`config.mk`:
```
export PLATFORM = sky130hd
export DESIGN_NAME = apb_rr_arbiter
export DESIGN_NICKNAME = d
export VERILOG_FILES = /design/src/rtl/apb_rr_arbiter.sv
export SDC_FILE = /design/constraint.sdc
export NUM_CORES = 1
export LEC_CHECK = 0
export CAP_MARGIN = 20
export CORE_AREA = 2 2 170 172
export CTS_CLUSTER_DIAMETER = 50
export DETAILED_ROUTE_END_ITERATION = 10
export DIE_AREA = 0 0 172 174
export PLACE_DENSITY = 0.51
export SYNTH_ARGS = -nofsm -noshare
export SYNTH_HDL_FRONTEND = slang
export SYNTH_SLANG_ARGS = --single-unit
export TNS_END_PERCENT = 100
```
`constraint.sdc`:
```
create_clock -name pclk -period 2.25 [get_ports pclk]
set_input_delay 0.45 -clock pclk [delete_from_list [all_inputs] [get_ports pclk]]
set_output_delay 0.45 -clock pclk [all_outputs]
set_load 0.01 [all_outputs]
```
`src/rtl/apb_rr_arbiter.sv`:
```
// -----------------------------------------------------------------------------
// apb_rr_arbiter
//
// Round-robin arbiter that lets NREQ local requesters share a single APB
// master port. A granted request is driven through the APB SETUP and ACCESS
// phases. Its completion goes back to the requester as a one-cycle req_done
// pulse, together with read data and error status.
//
// Optional feature (compile-time macro):
//   APB_ARB_TIMEOUT_EN - bounds the ACCESS phase to TO_CYCLES wait states.
//                        An expired transfer completes with rsp_slverr = 1.
//
// Ports:
//   pclk, preset        clock and synchronous active-high reset
//   req_valid[NREQ]     per-requester request pending
//   req_write[NREQ]     per-requester direction (1 = write)
//   req_addr/wdata/strb/prot
//                       per-requester fields, requester i at [i*W +: W]
//   req_done[NREQ]      one-hot completion pulse
//   rsp_rdata, rsp_slverr
//                       response, valid while req_done is high
//   psel, penable, pwrite, pprot, paddr, pwdata, pstrb
//                       APB master outputs, all registered
//   pready, pslverr, prdata
//                       APB slave response
// -----------------------------------------------------------------------------
module apb_rr_arbiter #(
  parameter int unsigned NREQ      = 4,
  parameter int unsigned AW        = 32,
  parameter int unsigned DW        = 32,
  parameter int unsigned PROT_W    = 3,
  parameter int unsigned PSTRB_W   = 4,
  parameter int unsigned TO_CYCLES = 16
) (
  input  logic                    pclk,
  input  logic                    preset,
  input  logic [NREQ-1:0]         req_valid,
  input  logic [NREQ-1:0]         req_write,
  input  logic [NREQ*AW-1:0]      req_addr,
  input  logic [NREQ*DW-1:0]      req_wdata,
  input  logic [NREQ*PSTRB_W-1:0] req_strb,
  input  logic [NREQ*PROT_W-1:0]  req_prot,
  output logic [NREQ-1:0]         req_done,
  output logic [DW-1:0]           rsp_rdata,
  output logic                    rsp_slverr,
  output logic                    psel,
  output logic                    penable,
  output logic                    pwrite,
  output logic [PROT_W-1:0]       pprot,
  output logic [AW-1:0]           paddr,
  output logic [DW-1:0]           pwdata,
  output logic [PSTRB_W-1:0]      pstrb,
  input  logic                    pready,
  input  logic                    pslverr,
  input  logic [DW-1:0]           prdata
);

  localparam int unsigned GW = (NREQ > 1) ? $clog2(NREQ) : 1;

  typedef enum logic [1:0] {
    IDLE,
    SETUP,
    ACCESS
  } state_e;

  state_e state_q, state_d;

  logic [GW-1:0]      ptr_q, ptr_d;
  logic [GW-1:0]      grant_q, grant_d;
  logic               psel_q, psel_d;
  logic               penable_q, penable_d;
  logic               pwrite_q, pwrite_d;
  logic [PROT_W-1:0]  pprot_q, pprot_d;
  logic [AW-1:0]      paddr_q, paddr_d;
  logic [DW-1:0]      pwdata_q, pwdata_d;
  logic [PSTRB_W-1:0] pstrb_q, pstrb_d;
  logic [NREQ-1:0]    req_done_q, req_done_d;
  logic [DW-1:0]      rsp_rdata_q, rsp_rdata_d;
  logic               rsp_slverr_q, rsp_slverr_d;

`ifdef APB_ARB_TIMEOUT_EN
  localparam int unsigned CW = $clog2(TO_CYCLES + 1);
  logic [CW-1:0] cnt_q, cnt_d;
`else
  logic unused_to_cycles;
  assign unused_to_cycles = (TO_CYCLES == 0);
`endif

  // Unpacked views of the flattened requester buses.
  logic [AW-1:0]      addr_a  [NREQ];
  logic [DW-1:0]      wdata_a [NREQ];
  logic [PSTRB_W-1:0] strb_a  [NREQ];
  logic [PROT_W-1:0]  prot_a  [NREQ];

  always_comb begin
    for (int unsigned i = 0; i < NREQ; i++) begin
      addr_a[i]  = req_addr[i*AW +: AW];
      wdata_a[i] = req_wdata[i*DW +: DW];
      strb_a[i]  = req_strb[i*PSTRB_W +: PSTRB_W];
      prot_a[i]  = req_prot[i*PROT_W +: PROT_W];
    end
  end

  // Round-robin pick: first eligible requester at or above ptr, wrapping.
  // A requester still seeing its own req_done pulse is masked, so a held
  // req_valid is not mistaken for a fresh request in the completion cycle.
  logic [NREQ-1:0] elig;
  logic            found;
  logic [GW-1:0]   pick;
  logic [GW-1:0]   cand;
  int unsigned     idx;

  always_comb begin
    elig  = req_valid & ~req_done_q;
    found = 1'b0;
    pick  = '0;
    cand  = '0;
    idx   = 0;
    for (int unsigned off = 0; off < NREQ; off++) begin
      idx  = (32'(ptr_q) + off) % NREQ;
      cand = GW'(idx);
      if (!found && elig[cand]) begin
        found = 1'b1;
        pick  = cand;
      end
    end
  end

  // Next-state and output logic.
  always_comb begin
    state_d      = state_q;
    ptr_d        = ptr_q;
    grant_d      = grant_q;
    psel_d       = psel_q;
    penable_d    = penable_q;
    pwrite_d     = pwrite_q;
    pprot_d      = pprot_q;
    paddr_d      = paddr_q;
    pwdata_d     = pwdata_q;
    pstrb_d      = pstrb_q;
    req_done_d   = '0;
    rsp_rdata_d  = '0;
    rsp_slverr_d = 1'b0;
`ifdef APB_ARB_TIMEOUT_EN
    cnt_d        = cnt_q;
`endif

    case (state_q)
      IDLE: begin
        if (found) begin
          grant_d  = pick;
          psel_d   = 1'b1;
          pwrite_d = req_write[pick];
          paddr_d  = addr_a[pick];
          pwdata_d = wdata_a[pick];
          pstrb_d  = strb_a[pick];
          pprot_d  = prot_a[pick];
          state_d  = SETUP;
        end
      end

      SETUP: begin
        penable_d = 1'b1;
`ifdef APB_ARB_TIMEOUT_EN
        cnt_d     = '0;
`endif
        state_d   = ACCESS;
      end

      ACCESS: begin
        if (pready) begin
          psel_d              = 1'b0;
          penable_d           = 1'b0;
          req_done_d[grant_q] = 1'b1;
          rsp_slverr_d        = pslverr;
          rsp_rdata_d         = pwrite_q ? '0 : prdata;
          ptr_d               = (grant_q == GW'(NREQ - 1)) ? '0 : grant_q + 1'b1;
          state_d             = IDLE;
        end
`ifdef APB_ARB_TIMEOUT_EN
        // Terminate in the wait cycle that brings the count to TO_CYCLES,
        // so the transfer sees exactly TO_CYCLES wait states.
        else if (cnt_q == CW'(TO_CYCLES - 1)) begin
          psel_d              = 1'b0;
          penable_d           = 1'b0;
          req_done_d[grant_q] = 1'b1;
          rsp_slverr_d        = 1'b1;
          rsp_rdata_d         = '0;
          ptr_d               = (grant_q == GW'(NREQ - 1)) ? '0 : grant_q + 1'b1;
          state_d             = IDLE;
        end else begin
          cnt_d = cnt_q + 1'b1;
        end
`endif
      end

      default: begin
        state_d   = IDLE;
        psel_d    = 1'b0;
        penable_d = 1'b0;
      end
    endcase
  end

  always_ff @(posedge pclk) begin
    if (preset) begin
      state_q      <= IDLE;
      ptr_q        <= '0;
      grant_q      <= '0;
      psel_q       <= 1'b0;
      penable_q    <= 1'b0;
      pwrite_q     <= 1'b0;
      pprot_q      <= '0;
      paddr_q      <= '0;
      pwdata_q     <= '0;
      pstrb_q      <= '0;
      req_done_q   <= '0;
      rsp_rdata_q  <= '0;
      rsp_slverr_q <= 1'b0;
`ifdef APB_ARB_TIMEOUT_EN
      cnt_q        <= '0;
`endif
    end else begin
      state_q      <= state_d;
      ptr_q        <= ptr_d;
      grant_q      <= grant_d;
      psel_q       <= psel_d;
      penable_q    <= penable_d;
      pwrite_q     <= pwrite_d;
      pprot_q      <= pprot_d;
      paddr_q      <= paddr_d;
      pwdata_q     <= pwdata_d;
      pstrb_q      <= pstrb_d;
      req_done_q   <= req_done_d;
      rsp_rdata_q  <= rsp_rdata_d;
      rsp_slverr_q <= rsp_slverr_d;
`ifdef APB_ARB_TIMEOUT_EN
      cnt_q        <= cnt_d;
`endif
    end
  end

  assign psel       = psel_q;
  assign penable    = penable_q;
  assign pwrite     = pwrite_q;
  assign pprot      = pprot_q;
  assign paddr      = paddr_q;
  assign pwdata     = pwdata_q;
  assign pstrb      = pstrb_q;
  assign req_done   = req_done_q;
  assign rsp_rdata  = rsp_rdata_q;
  assign rsp_slverr = rsp_slverr_q;

endmodule

```
# [After elaboration in Yosys (flattened, before gate mapping)]
# Cells that the tools add are included.
[totals] wordCells=92 regBits=117 input_bits=328
[classes] reduce_logical=15 n_eq_ne=5 bitwise=7 add_sub_neg=4 n_lt_le_gt_ge=8 mux=40
[ops] op="$bmux W32 S2" count=2
[ops] op="$mux W32" count=4
[ops] op="$lt A2 B3 Y1 const B" count=6
[ops] op="$mux W2" count=7
[ops] op="$mux W1" count=12
[ops] op="$bmux W1 S2" count=5
[ops] op="$bmux W4 S2" count=1
[ops] op="$mux W4" count=2
[ops] op="$reduce_and A2 Y1" count=4
[ops] op="$bmux W3 S2" count=1
[ops] op="$mux W3" count=2
[ops] op="$pmux W1 S3" count=2
[ops] op="$pmux W2 S3" count=1
[ops] op="$add A2 B1 Y2 const B" count=2
[ops] op="$add A2 B2 Y2 const B" count=2
[ops] op="$and A4 B4 Y4" count=1
[ops] op="$eq A2 B2 Y1 const B" count=2
[ops] op="$logic_and A1 B1 Y1" count=4
[ops] op="$ne A2 B2 Y1 const B" count=2
[ops] op="$not A1 Y1" count=4
[ops] op="$not A4 Y4" count=1
[ops] op="$reduce_or A4 Y1" count=1
[ops] op="$ge A3 B3 Y1 const B" count=1
[ops] op="$logic_not A1 Y1" count=3
[ops] op="other kinds (7)" count=7

# [Depth between registers and ports, before layout]
# Gate-level depths: netlist (run 1).
[depth] ltp_word=18 ltp_mapped=8 depth_no_buf=5

# [Worst setup path before layout (run 1)]
# No wires, ideal clock.
[synth_timing] path_type="input to register" startpoint="input port req_valid[2]" endpoint="register paddr_q[31] (netlist: paddr[31])" t_required_ps=2133 arrival_ps=2041 path_stages=6 path_slack_ps=92 n_path_buf=1 cell_sequence="nor2b_4 or3b_1 o211ai_4 buf_6 mux4_2 a22o_1"
[synth_between] elab_chain_cells=17 elab_cells_between_ends=28 cone_classes="19 x mux; 2 x bitwise; 7 x reduce/logical"
[synth_lines] item="from (decl)" line_no="37" rtl="input logic [NREQ-1:0] req_valid,"
[synth_lines] item="$and A4 B4 Y4 (*)" line_no="114" rtl="elig = req_valid & ~req_done_q;"
[synth_lines] item="$bmux W1 S2" line_no="122" rtl="if (!found && elig[cand]) begin"
[synth_lines] item="$mux W1 (not written as such)" line_no="122"
[synth_lines] item="$mux W1" line_no="122"
[synth_lines] item="$logic_not A1 Y1" line_no="122"
[synth_lines] item="$logic_and A1 B1 Y1" line_no="122"
[synth_lines] item="$mux W1" line_no="122"
[synth_lines] item="$logic_not A1 Y1" line_no="122"
[synth_lines] item="$logic_and A1 B1 Y1" line_no="122"
[synth_lines] item="$mux W1" line_no="122"
[synth_lines] item="$logic_not A1 Y1" line_no="122"
[synth_lines] item="$logic_and A1 B1 Y1" line_no="122"
[synth_lines] item="$mux W2" line_no="122"
[synth_lines] item="$not A2 Y3 (not written as such)" line_no="154" rtl="paddr_d = addr_a[pick];"
[synth_lines] item="$bmux W32 S2" line_no="154"
[synth_lines] item="$mux W32 (not written as such) (2 in a row)" line_no="154"
[synth_lines] item="to (signal assigned)" line_no="231" rtl="paddr_q <= paddr_d;"
[synth_lines] item="to (decl)" line_no="74" rtl="logic [AW-1:0] paddr_q, paddr_d;"
# Every way passes the cells marked *; elsewhere a longest branch is shown, timed or not. The select of a mux whose other input is x is not followed.
# A chain may end at the register's enable or synchronous reset.

# [Worst setup path after layout (run 1)]
[layout_timing] startpoint="input port req_valid[2]" endpoint="register pstrb_q[0] (netlist: pstrb[0])"
[layout_between] elab_chain_cells=17 elab_cells_between_ends=28 cone_classes="19 x mux; 2 x bitwise; 7 x reduce/logical"
[layout_lines] item="$and A4 B4 Y4 (*)" line_no="114"
[layout_lines] item="$bmux W1 S2" line_no="122"
[layout_lines] item="$mux W1 (not written as such)" line_no="122"
[layout_lines] item="$mux W1" line_no="122"
[layout_lines] item="$logic_not A1 Y1" line_no="122"
[layout_lines] item="$logic_and A1 B1 Y1" line_no="122"
[layout_lines] item="$mux W1" line_no="122"
[layout_lines] item="$logic_not A1 Y1" line_no="122"
[layout_lines] item="$logic_and A1 B1 Y1" line_no="122"
[layout_lines] item="$mux W1" line_no="122"
[layout_lines] item="$logic_not A1 Y1" line_no="122"
[layout_lines] item="$logic_and A1 B1 Y1" line_no="122"
[layout_lines] item="$mux W2" line_no="122"
[layout_lines] item="$not A2 Y3 (not written as such)" line_no="156" rtl="pstrb_d = strb_a[pick];"
[layout_lines] item="$bmux W4 S2" line_no="156"
[layout_lines] item="$mux W4 (not written as such) (2 in a row)" line_no="156"
[layout_lines] item="to (signal assigned)" line_no="233" rtl="pstrb_q <= pstrb_d;"
[layout_lines] item="to (decl)" line_no="76" rtl="logic [PSTRB_W-1:0] pstrb_q, pstrb_d;"
# Marked as above.

==> results of run 1 <==
==> cell families (layout without fill, tap and decap cells) <==
group                    count (synthesis)  in the layout
multiplexers                           135            135
AND/OR/NAND/NOR                        122            122
flip-flops                             117            117
AO/OA/AOI/OAI                           84             84
buffers and inverters                   46            517
adder cells (fa/ha/maj)                  4              4
==> cell usage in the layout (no fill, tap or decap), types with 2 or more instances in the layout <==
cell type        netlist  layout
a22o_1                12      12
nand2_1               62      62
inv_1                  4       4
buf_4                  6      30
o21ai_0                2       2
clkbuf_16              0      17
dfxtp_1              117     117
ha_1                   4       4
clkdlybuf4s50_1        0     438
clkinv_8               0       2
inv_8                  0       5
a21oi_1                3       2
clkinv_4               0       2
o221ai_1              60      60
buf_12                 0      12
nor2b_2                2       2
nor2_1                10      10
inv_6                  0       5
mux2i_1              123     123
and2_1                38      37
mux4_2                11      11
==> stage by stage <==
stage / hold WS [ps] / total power, mW / cell area, um2 / util, % / worst slack (ps)
floorplan: 481 / 3.10 / 5490 / - / 91.8
global placement: 442 / 4.36 / 10600 / 37.6 / -399
detailed placement: 446 / 4.37 / 10600 / 37.6 / -417
CTS: 464 / 7.15 / 11200 / 39.7 / 23.1
global route: 481 / 7.37 / 11200 / 39.7 / 11.0
finish: 460 / 7.03 / 11200 / 39.7 / 39.4
==> worst max-delay path, stage by stage <==
cell,delay (ps)
clkdlybuf4s50_1,460
nor2b_4,190
or3b_1,400
o211ai_4,110
buf_4,170
mux4_1,540
a22o_1,190
==> repair_timing <==
action / CTS / global route
endpoints found under the hold margin: 0 / 0
resized for setup: 0 / 1
setup endpoints to repair: 0 / 6
buffers inserted: 0 / 1
==> state kept, by name, summed over array words and instances (netlist names) <==
name        flops
rsp_slverr      1
psel            1
penable         1
state_q         2
rsp_rdata      32
pwdata         32
ptr_q           2
grant_q         2
paddr          32
pwrite          1
pstrb           4
pprot           3
req_done        4
==> worst max-delay path by stage <==
| stage | slack [ps] | endpoint | start | cells after the start |
|---|---|---|---|---|
| after floorplan | 90 | paddr[31] | req_valid[2] | 6 |
| after global placement | -400 | pwdata[3] | req_valid[2] | 7 |
| after detailed placement | -420 | pwdata[9] | req_valid[2] | 7 |
| after CTS | 20 | pwdata[31] | req_valid[2] | 7 |
| after global routing | 10 | pwdata[7] | req_valid[2] | 7 |
| final | 40 | pstrb[0] | req_valid[2] | 7 |
==> layer usage <==
metal	up-vias	routed length (um)	part of all wire, %
li1	2810	-	-
met1	2623	9350	39
met2	279	11700	49
met3	29	2390	10
met4	0	532	2.2
met5	-	0	0
==> where the power goes <==
| group | internal [mW] | switching [mW] | leakage (nW) | total [mW] |
|---|---|---|---|---|
| registers | 2.27 | 0.114 | 0.959 | 2.39 |
| logic | 1.22 | 0.695 | 2.92 | 1.91 |
| clock network | 1.49 | 1.24 | 0.285 | 2.73 |
==> final cells by class <==
type,instances,share of cell area [%]
Timing Repair Buffer,481,43.4
Multi-Input combinational cell,345,26.1
Sequential cell,117,20.9
Tap cell,384,4.29
Clock buffer,17,3.79
Clock inverter,15,1.41
Inverter,4,0.134
==> run metrics, run 1 <==
status completed; asr flop ratio synth 0%; worst hold path type reg -> reg; Max clock buf depth 2; fraction of layout cells with a size suffix above 1 10.0%; Post-synth EDFFs 0; worst hold path depth 2; Placed Cells 1,330; Clk Tree Root Cell clkbuf_16; Distinct cells, synth 34; min-delay src pwdata[16]; proportion of netlist area held by the largest area contributor 42.7%; Reg clk slew, reported paths 60 ps; num rows 62; Port-buffer cells 438; total iterations of the first detailed-routing run 4; Data required, critical path 2560 ps; global route overflow 0; hpwl dp 18,700 um; Area Overhead vs Synth 104%; hold buffer count at CTS 0; list of most frequent post-synthesis cells 123 x mux2i_1, 117 x dfxtp_1, 62 x nand2_1, 60 x o221ai_1, 38 x and2_1; post-synthesis compound-gate area fraction 13.7%; Core ar. 28,200 um2; Worst Skew 20.4 ps; Primary FF master, synth dfxtp_1; count of yosys warnings during synthesis 0; area of the multi-input gates 2930 um2; Cell Count, Final, Fillers Out 1,363; Syn Nets 840; fin crit share 98.2%; Antenna Nets Post-Route 0; post-synthesis mux area share 27.4%; setup TNS 0 ps; Peak Freq 0.452 GHz; Seq/Total Area, Yosys 42.7%; gpl congestion 0.751; crit start category input pin; TritonCTS clock tree done; htree depth 4; Die Width 172 um; reg2reg start ptr_q[1]; Final Hold Vio Count 0; initial antenna violation count 0; final setup violating endpoints 0; Adder-Cell Fraction of Synth Area 0.912%; Top Usage Layer GRT met2; top-count cell post-synth mux2i_1; Crit Path Class in -> reg; clock latency on the worst-skew pair 430 ps; die height 174 um; Hold EP pwdata[16]; RR Endpoint pstrb[0]; vias in the first global route 5,842; Yosys top cell by area dfxtp_1; Initial Util 19.4%; Power Density 627 nW/um2; clock sink count 117; RSZ-0062 raised after global routing no; simple-gate share of the synthesized area 10.9%; Reg2Reg Setup Slack 210 ps; crit end category register; initial DRC count 175; Total Wirelength 24,000 um; main area contributors after synthesis dfxtp_1 43%, mux2i_1 22%, o221ai_1 9.6%; CTS Buf Count 17; Gate Count Post-Synth 508; # DRC 0; fill count 2,805; largest family of logic cells by synthesized area multiplexers; met3 usage 5.56%; GRT Total Usage 15.3%; largest net degree at the start of global routing 45; Max FO, Critical Path 4; met2 track demand over resource 26.9%; die area 29,900 um2; grt met1 use 16.9%; CP arrival 2520 ps; mean area per synthesized cell 10.8 um2; Post-Syn Area 5490 um2; # IOs 439; Vias per Instance 4.21; post-DR wirelength/cell 17.6 um; Tmin final 2210 ps; Worst slew margin 73.1%; Reg2Reg Depth 6; Pleak 4.17 nW; first-pass GRT wire length 34,400 um; # nets final 1,298; n_diodes 0; register area 2340 um2; number of max-cap violations 0; #FFs+latches synth 117; via count 5,741; Pins Over Slew Limit 0; worst vdd ir 0.000315 V; worst-margin pin slew 398 ps; Synth Area in XOR/XNOR 0%
(Power assumes the default switching activity.)
==> inputs of run 2 (changes only) <==
--- a/config.mk
+++ b/config.mk
@@ -10,6 +10,7 @@
 export CTS_CLUSTER_DIAMETER = 50
 export DETAILED_ROUTE_END_ITERATION = 10
 export DIE_AREA = 0 0 172 174
+export HOLD_SLACK_MARGIN = 0.05
 export PLACE_DENSITY = 0.51
 export SYNTH_ARGS = -nofsm -noshare
 export SYNTH_HDL_FRONTEND = slang
==> results of run 2 <==
No change in the layout: final DEF, timing and power equal those of run 1.
==> inputs of run 3 (changes only) <==
--- a/config.mk
+++ b/config.mk
@@ -6,12 +6,15 @@
 export NUM_CORES = 1
 export LEC_CHECK = 0
 export CAP_MARGIN = 20
+export CELL_PAD_IN_SITES_DETAIL_PLACEMENT = 0
+export CELL_PAD_IN_SITES_GLOBAL_PLACEMENT = 1
 export CORE_AREA = 2 2 170 172
 export CTS_CLUSTER_DIAMETER = 50
 export DETAILED_ROUTE_END_ITERATION = 10
 export DIE_AREA = 0 0 172 174
+export GPL_ROUTABILITY_DRIVEN = 0
 export HOLD_SLACK_MARGIN = 0.05
-export PLACE_DENSITY = 0.51
+export PLACE_DENSITY = 0.7
 export SYNTH_ARGS = -nofsm -noshare
 export SYNTH_HDL_FRONTEND = slang
 export SYNTH_SLANG_ARGS = --single-unit
==> run 3 against run 2 <==
Compared with the run above:
- wire length down 0.81%
- sequential share of layout area about the same
- combinational power about the same
- worst setup slack better by 56 ps
- final cell count down 0.51%
- critical path type unchanged
- largest power group unchanged
- highest routed layer unchanged
==> run metrics, run 3 (same netlist as run 1, synthesis figures left out) <==
status completed; commonest non-fill, non-tap cell in the layout clkdlybuf4s50_1; crit end category register; Hold EP psel; Pins Over Slew Limit 0; global route overflow 0; num rows 62; reg2reg start ptr_q[1]; final setup violating endpoints 0; worst-margin pin slew 336 ps; CTS Buf Count 17; CP arrival 2450 ps; most frequent cells in the layout 438 x clkdlybuf4s50_1, 123 x mux2i_1, 117 x dfxtp_1, 62 x nand2_1, 60 x o221ai_1; Peak Freq 0.464 GHz; Area Overhead vs Synth 104%; Data required, critical path 2550 ps; Die Width 172 um; post-DR wirelength/cell 17.6 um; Crit Path Class in -> reg; Reg clk slew, reported paths 60 ps; worst vdd ir 0.000382 V; number of max-cap violations 0; GRT Total Usage 15.2%; Post-CTS Resized 0; Max clock buf depth 2; die height 174 um; Max FO, Critical Path 7; fraction of layout cells with a size suffix above 1 9.36%; # IOs 439; Port-buffer cells 438; # nets final 1,291; Clk Tree Root Cell clkbuf_16; die area 29,900 um2; fill count 2,808; largest net degree at the start of global routing 46; Antenna Nets Post-Route 0; Tmin final 2150 ps; vias in the first global route 5,909; RR Endpoint pstrb[0]; Worst Skew 15.7 ps; Pleak 4.16 nW; Total Wirelength 23,800 um; n_diodes 0; initial antenna violation count 0; htree depth 4; Setup Fix Bufs, Post-CTS 0; total iterations of the first detailed-routing run 4; Initial Util 19.4%; clock sink count 117; # DRC 0; Reg2Reg Setup Slack 280 ps; crit start category input pin; worst hold path depth 2; initial DRC count 211; CP startpoint req_valid[2]; Final Hold Vio Count 0; Reg2Reg Depth 6; setup TNS 0 ps; hold buffer count at CTS 0; Core ar. 28,200 um2; fin crit share 95.8%; Power Density 654 nW/um2; pre-CTS WS -332 ps; clock latency on the worst-skew pair 410 ps; min-delay src psel; Vias per Instance 4.26; Final Power 7.31 mW; Worst slew margin 77.3%; via count 5,772; RSZ-0062 raised after global routing no; TritonCTS clock tree done; hpwl dp 18,800 um; worst hold path type reg -> reg; first-pass GRT wire length 34,600 um; fin worst setup slack 95.1 ps
run 3: final cells by class:
| class | count | area (um2) | share of cell area, % |
|---|---|---|---|
| flip-flops and latches | 117 | 2340 | 20.9 |
| inverters | 4 | 15.0 | 0.134 |
| clock inverters | 15 | 214 | 1.91 |
| clock buffers | 17 | 425 | 3.80 |
| well taps | 384 | 480 | 4.30 |
| multi-input cells | 345 | 2930 | 26.2 |
| repair buffers | 474 | 4780 | 42.7 |
run 3: metrics by stage:
step	instance area, um2	hold slack, ps	util (%)	instances
after floorplan	5490	481	-	508
after global placement	10500	443	37.3	1324
after detailed placement	10500	446	37.3	1324
after CTS	11200	455	39.6	1356
after global routing	11200	489	39.6	1356
final	11200	452	39.6	1356
run 3: metal layers:
layer	up-vias	global-route usage (%)	wire, um
met1	2721	17.6	9580
li1	2803	-	-
met5	-	0	0
met2	241	27.5	12000
met3	7	4.78	2050
met4	0	2.94	164
run 3: where the power goes:
part / switching (mW) / total [mW] / internal, mW / leakage, nW
Clock: 1.15 / 3.04 / 1.89 / 0.312
Combinational: 0.685 / 1.89 / 1.20 / 2.88
Sequential: 0.118 / 2.39 / 2.27 / 0.959
Total: 1.95 / 7.31 / 5.36 / 4.16
run 3: critical path, cell delays in order:
cell and delay, ps:
clkdlybuf4s50_1 460, nor2b_4 130, or3b_1 400, o211ai_4 130, buf_12 160, mux4_1 530, a22o_1 190
run 3: worst max-delay path by stage:
stage / end / cells past startpoint / slack (ps)
floorplan: paddr[31] / 6 / 90
global placement: pstrb[0] / 7 / -320
detailed placement: pstrb[0] / 7 / -330
CTS: pstrb[0] / 7 / 100
global route: paddr[4] / 9 / 60
finish: pstrb[0] / 7 / 100
